$ cat src/rtl/memory_port_arbiter.sv
// memory_port_arbiter: shares one memory port between fetch and data requesters,
// data first with a starvation guard that eventually lets a pending fetch win.
module memory_port_arbiter #(
  parameter int ADDR_WIDTH   = 16,
  parameter int DATA_WIDTH   = 16,
  parameter int MEM_LATENCY  = 2,
  parameter int STARVE_LIMIT = 4
) (
  input  logic                  clock,
  input  logic                  reset_n,
  input  logic                  if_req,
  input  logic [ADDR_WIDTH-1:0] if_addr,
  output logic                  if_ack,
  output logic [DATA_WIDTH-1:0] if_rdata,
  input  logic                  dm_req,
  input  logic                  dm_we,
  input  logic [ADDR_WIDTH-1:0] dm_addr,
  input  logic [DATA_WIDTH-1:0] dm_wdata,
  output logic                  dm_ack,
  output logic [DATA_WIDTH-1:0] dm_rdata,
  output logic                  mem_en,
  output logic                  mem_we,
  output logic [ADDR_WIDTH-1:0] mem_addr,
  output logic [DATA_WIDTH-1:0] mem_wdata,
  input  logic [DATA_WIDTH-1:0] mem_rdata,
  output logic                  busy,
  output logic                  grant_dm
);
  typedef enum logic [1:0] {IDLE, ISSUE, WAIT, RESP} state_t;
  localparam logic [3:0] WAIT_INIT = 4'(MEM_LATENCY - 1);
  localparam logic [3:0] LIMIT = 4'(STARVE_LIMIT);
  state_t state;
  logic [3:0] wait_cnt, starve_cnt;
  logic txn_we, fetch_wins;
  assign fetch_wins = if_req && (!dm_req || starve_cnt == LIMIT);
  always_ff @(posedge clock or negedge reset_n) begin
    if (!reset_n) begin
      state      <= IDLE;
      wait_cnt   <= '0;
      starve_cnt <= '0;
      txn_we     <= 1'b0;
      if_ack     <= 1'b0;
      dm_ack     <= 1'b0;
      if_rdata   <= '0;
      dm_rdata   <= '0;
      mem_en     <= 1'b0;
      mem_we     <= 1'b0;
      mem_addr   <= '0;
      mem_wdata  <= '0;
      busy       <= 1'b0;
      grant_dm   <= 1'b0;
    end else begin
      if_ack <= 1'b0;
      dm_ack <= 1'b0;
      case (state)
        IDLE: begin
          // a data win only counts against fetch while fetch is actually waiting
          starve_cnt <= (!if_req || fetch_wins) ? '0 : starve_cnt + 4'(starve_cnt != LIMIT);
          if (if_req || dm_req) begin
            state     <= ISSUE;
            busy      <= 1'b1;
            mem_en    <= 1'b1;
            grant_dm  <= !fetch_wins;
            mem_we    <= !fetch_wins && dm_we;
            txn_we    <= !fetch_wins && dm_we;
            mem_addr  <= fetch_wins ? if_addr : dm_addr;
            mem_wdata <= fetch_wins ? mem_wdata : dm_wdata;
          end
        end
        ISSUE: begin
          mem_en   <= 1'b0;
          mem_we   <= 1'b0;
          wait_cnt <= WAIT_INIT;
          state    <= WAIT;
        end
        WAIT: begin
          if (wait_cnt == '0) begin
            state  <= RESP;
            if_ack <= !grant_dm;
            dm_ack <= grant_dm;
            if (!grant_dm) if_rdata <= mem_rdata;
            else if (!txn_we) dm_rdata <= mem_rdata;
          end else wait_cnt <= wait_cnt - 4'd1;
        end
        RESP: begin
          state <= IDLE;
          busy  <= 1'b0;
        end
      endcase
    end
  end
endmodule

$ cat config.mk
export PLATFORM = sky130hd
export DESIGN_NAME = memory_port_arbiter
export DESIGN_NICKNAME = d
export VERILOG_FILES = /design/src/rtl/memory_port_arbiter.sv
export SDC_FILE = /design/constraint.sdc
export NUM_CORES = 1
export LEC_CHECK = 0
export CORE_ASPECT_RATIO = 1.4
export CORE_MARGIN = 5
export CORE_UTILIZATION = 36
export DETAILED_ROUTE_END_ITERATION = 10
export PLACE_DENSITY = 0.65
export SYNTH_ARGS = -nofsm -noshare
export SYNTH_HDL_FRONTEND = slang
export SYNTH_SLANG_ARGS = --single-unit
$ cat constraint.sdc
create_clock -name clock -period 2.85 [get_ports clock]
set_clock_uncertainty 0.15 [all_clocks]
set_input_delay 0.4275 -clock clock [delete_from_list [all_inputs] [get_ports clock]]
set_output_delay 0.4275 -clock clock [all_outputs]
set_load 0.02 [all_outputs]
==> metrics.md <==
| Metric | Value |
|---|---|
| RSZ-0062 raised after global routing | false |
| Post-Syn Area per Cell | 12.5 um2 |
| Slew @ Worst Pin | 565 ps |
| Setup WS post-layout | 492 ps |
| Leakage | 2.32 nW |
| Net count of the mapped netlist | 363 |
| Min Tclk post-route | 2360 ps |
| Final Hold Viols | 0 |
| Routed via count | 2722 |
| Number of global-route vias before repair | 2869 |
| Final WL | 8.83 mm |
| Proportion of layout cells with a drive suffix above 1 | 18.2% |
| FF+latch count, synth | 81 |
| PD cells | 1140 nW/um2 |
| Final setup TNS | 0 ps |
| Initial core utilization | 36.4% |
| Reg clk slew, reported paths | 60 ps |
| Commonest cells in the netlist | 81 x dfrtp_1, 41 x mux2_2, 38 x nand2_1 |
| Top area cells in the synthesized netlist | dfrtp_1 57%, mux2_2 13%, nand2_1 4.0%, mux2_4 3.8%, o211ai_1 3.4% |
| Largest net degree at the start of global routing | 47 |
| Netlist cell types | 36 |
| Share of flip-flops with an asynchronous set or reset | 100% |
| CTS resizes | 0 |
| Routed len/inst | 15.5 um |
| Die Area | 12000 um2 |
| Clk root buf | clkbuf_16 |
| Clock buffer depth | 2 |
| Worst Path Required | 2910 ps |
| Input/output buffers | 138 |
| F_max | 0.424 GHz |
| Worst hold margin | 347 ps |
| TritonCTS clock tree | done |
| Post-synth top area cell | dfrtp_1 |
| Worst endpoint data arrival time | 2420 ps |
| Status | complete, no violations |
| Final setup fails | 0 |
| Count leader, synth | dfrtp_1 |
| Pre-CTS setup slack | 481 ps |
| Cells after DPL | 551 |
| Mapped Cells | 285 |
| Mapped Area | 3570 um2 |
| Switching power | 0.00222 W |
| First-pass DRT Iterations | 4 |
| First-pass GRT wire length | 14.5 mm |
| Clock share of power | 18.4% |
| Initial antenna violation count | 0 |
| Ys flop type | dfrtp_1 |
| Max Slew Vio Count | 0 |
| Chip Width | 94.1 um |
| Routability cong. | 0.762 |
| Sequential fraction of the synthesis area | 56.8% |
| Number of antenna-violating nets in the routed design | 0 |
| Peak VDD IR | 0.000454 V |
| Startpoint Class | flop |
| Die Span Y | 128 um |
| Number of synthesized flops with an enable pin | 0 |
| Worst Setup End Kind | flop |
| Switching Fraction | 36.1% |
| DP HPWL | 6.79 mm |
| P&R area growth vs syn | 51.6% |
| Clk_lat worst skew | 330 ps |
| Max_cap viols | 0 |
| Hold Path Class | flop to flop |
| Critical path type | flop to flop |
| Total gr overflow | 0 |
| Share of the synthesized area in the top cell type | 56.8% |
| Nets | 506 |
| Relative slew slack | 62.3% |
| Clock Sinks | 81 |
| H-tree levels | 3 |
| DRC | 0 |
| Comb pwr share | 49.1% |
| Core area | 9790 um2 |
| # diodes | 0 |
| GRT Total Usage | 15.2% |
| Num ports | 139 |
| Row cnt | 43 |
| Vias per Instance | 4.79 |
| Sequential Power Share | 32.6% |
| Final period util | 82.7% |
| Worst-path fanout max | 17 |
| CTS Buf Count | 9 |
| Final cell count without fillers | 568 |
| Synth warn | 0 |
| Iteration-0 DRC Markers | 95 |
| Power Internal | 0.00393 W |
per-stage QoR:
stage               power (W)  instance area (um2)  util, %
detailed placement    0.00509                 5100     52.1
floorplan             0.00370                 3570        -
global placement      0.00501                 5100     52.1
global route          0.00654                 5410     55.2
CTS                   0.00624                 5410     55.2
finish                0.00615                 5410     55.2
final cells by class:
type                            count  area (um2)
Timing Repair Buffer              150        1480
Multi-Input combinational cell    176        1400
Clock inverter                      7        70.1
Inverter                           10        37.5
Clock buffer                        9         225
Sequential cell                    81        2030
Tap cell                          135         169
Fill cell                         858        4380
final timing paths:
kind | startpoint | end | slack [ps] | depth (start not counted)
max reg2reg | wait_cnt[0] | if_rdata[4] | 490 | 6
min | mem_addr[14] | mem_addr[14] | 350 | 2
min reg2reg | mem_addr[14] | mem_addr[14] | 350 | 2
min in group asynchronous | reset_n | if_rdata[11] | 460 | 2
max | wait_cnt[0] | if_rdata[4] | 490 | 6
max in group asynchronous | reset_n | txn_we | 1500 | 3
kinds of logic (layout without fill, tap and decap cells):
group / Yosys count / count (layout) / share of synthesized area, %
AOI/OAI and AO/OA: 33 / 33 / 6.77
DFF: 81 / 81 / 56.8
buffers and inverters: 28 / 176 / 4.04
xor gates and xnor gates: 3 / 3 / 0.737
and+or+nand+nor: 76 / 76 / 10.3
adders and majority gates: 9 / 9 / 3.16
muxes: 55 / 55 / 18.1
state kept, by name, indices dropped and copies added, names as in the netlist:
signal	flops
dm_rdata	16
grant_dm	1
if_rdata	16
if_ack	1
busy	1
mem_en	1
mem_we	1
wait_cnt	4
starve_cnt	4
dm_ack	1
state	2
mem_addr	16
mem_wdata	16
txn_we	1
cells in the final DEF, fill, tap and decap left out, types with 2 or more instances in the layout:
| cell | count |
|---|---|
| mux2_4 | 9 |
| inv_1 | 10 |
| xor2_1 | 2 |
| nor3_1 | 3 |
| o211ai_1 | 16 |
| a31oi_1 | 2 |
| nand2_1 | 38 |
| a21o_1 | 2 |
| nand4_1 | 19 |
| dfrtp_1 | 81 |
| ha_1 | 9 |
| o21ai_0 | 3 |
| mux2_2 | 41 |
| clkdlybuf4s50_1 | 137 |
| buf_4 | 11 |
| clkbuf_16 | 9 |
| nor2_1 | 9 |
| clkinv_2 | 3 |
| a22o_1 | 2 |
| or3b_1 | 2 |
| mux2i_1 | 5 |
worst max-delay path: stages, from the launching register on:
cell and delay (ps):
dfrtp_1 420, inv_1 70, ha_1 190, or3b_1 480, or3b_1 380, buf_4 230
mux2_4 320
routing by layer:
layer | vias up | track usage (%) | part of all wire (%)
met2 | 100 | 25.4 | 49
met3 | 12 | 4.58 | 7.3
met1 | 1314 | 18.7 | 42
li1 | 1296 | - | -
met5 | - | 0 | 0
met4 | 0 | 5.02 | 1.6
power groups by stage:
| stage | Clock [W] | Combinational (W) | Sequential [W] |
|---|---|---|---|
| CTS | 0.00116 | 0.00307 | 0.00201 |
| detailed placement | 0 | 0.00306 | 0.00203 |
| floorplan | 0 | 0.00112 | 0.00257 |
| finish | 0.00113 | 0.00302 | 0.00200 |
| global placement | 0 | 0.00300 | 0.00201 |
| global route | 0.00122 | 0.00324 | 0.00209 |
repair_timing:
item,in CTS,in global routing
hold buffers,1,0
setup buffers,0,0
endpoints found under the hold margin,35,0
Power figures use the tool's default switching activity.
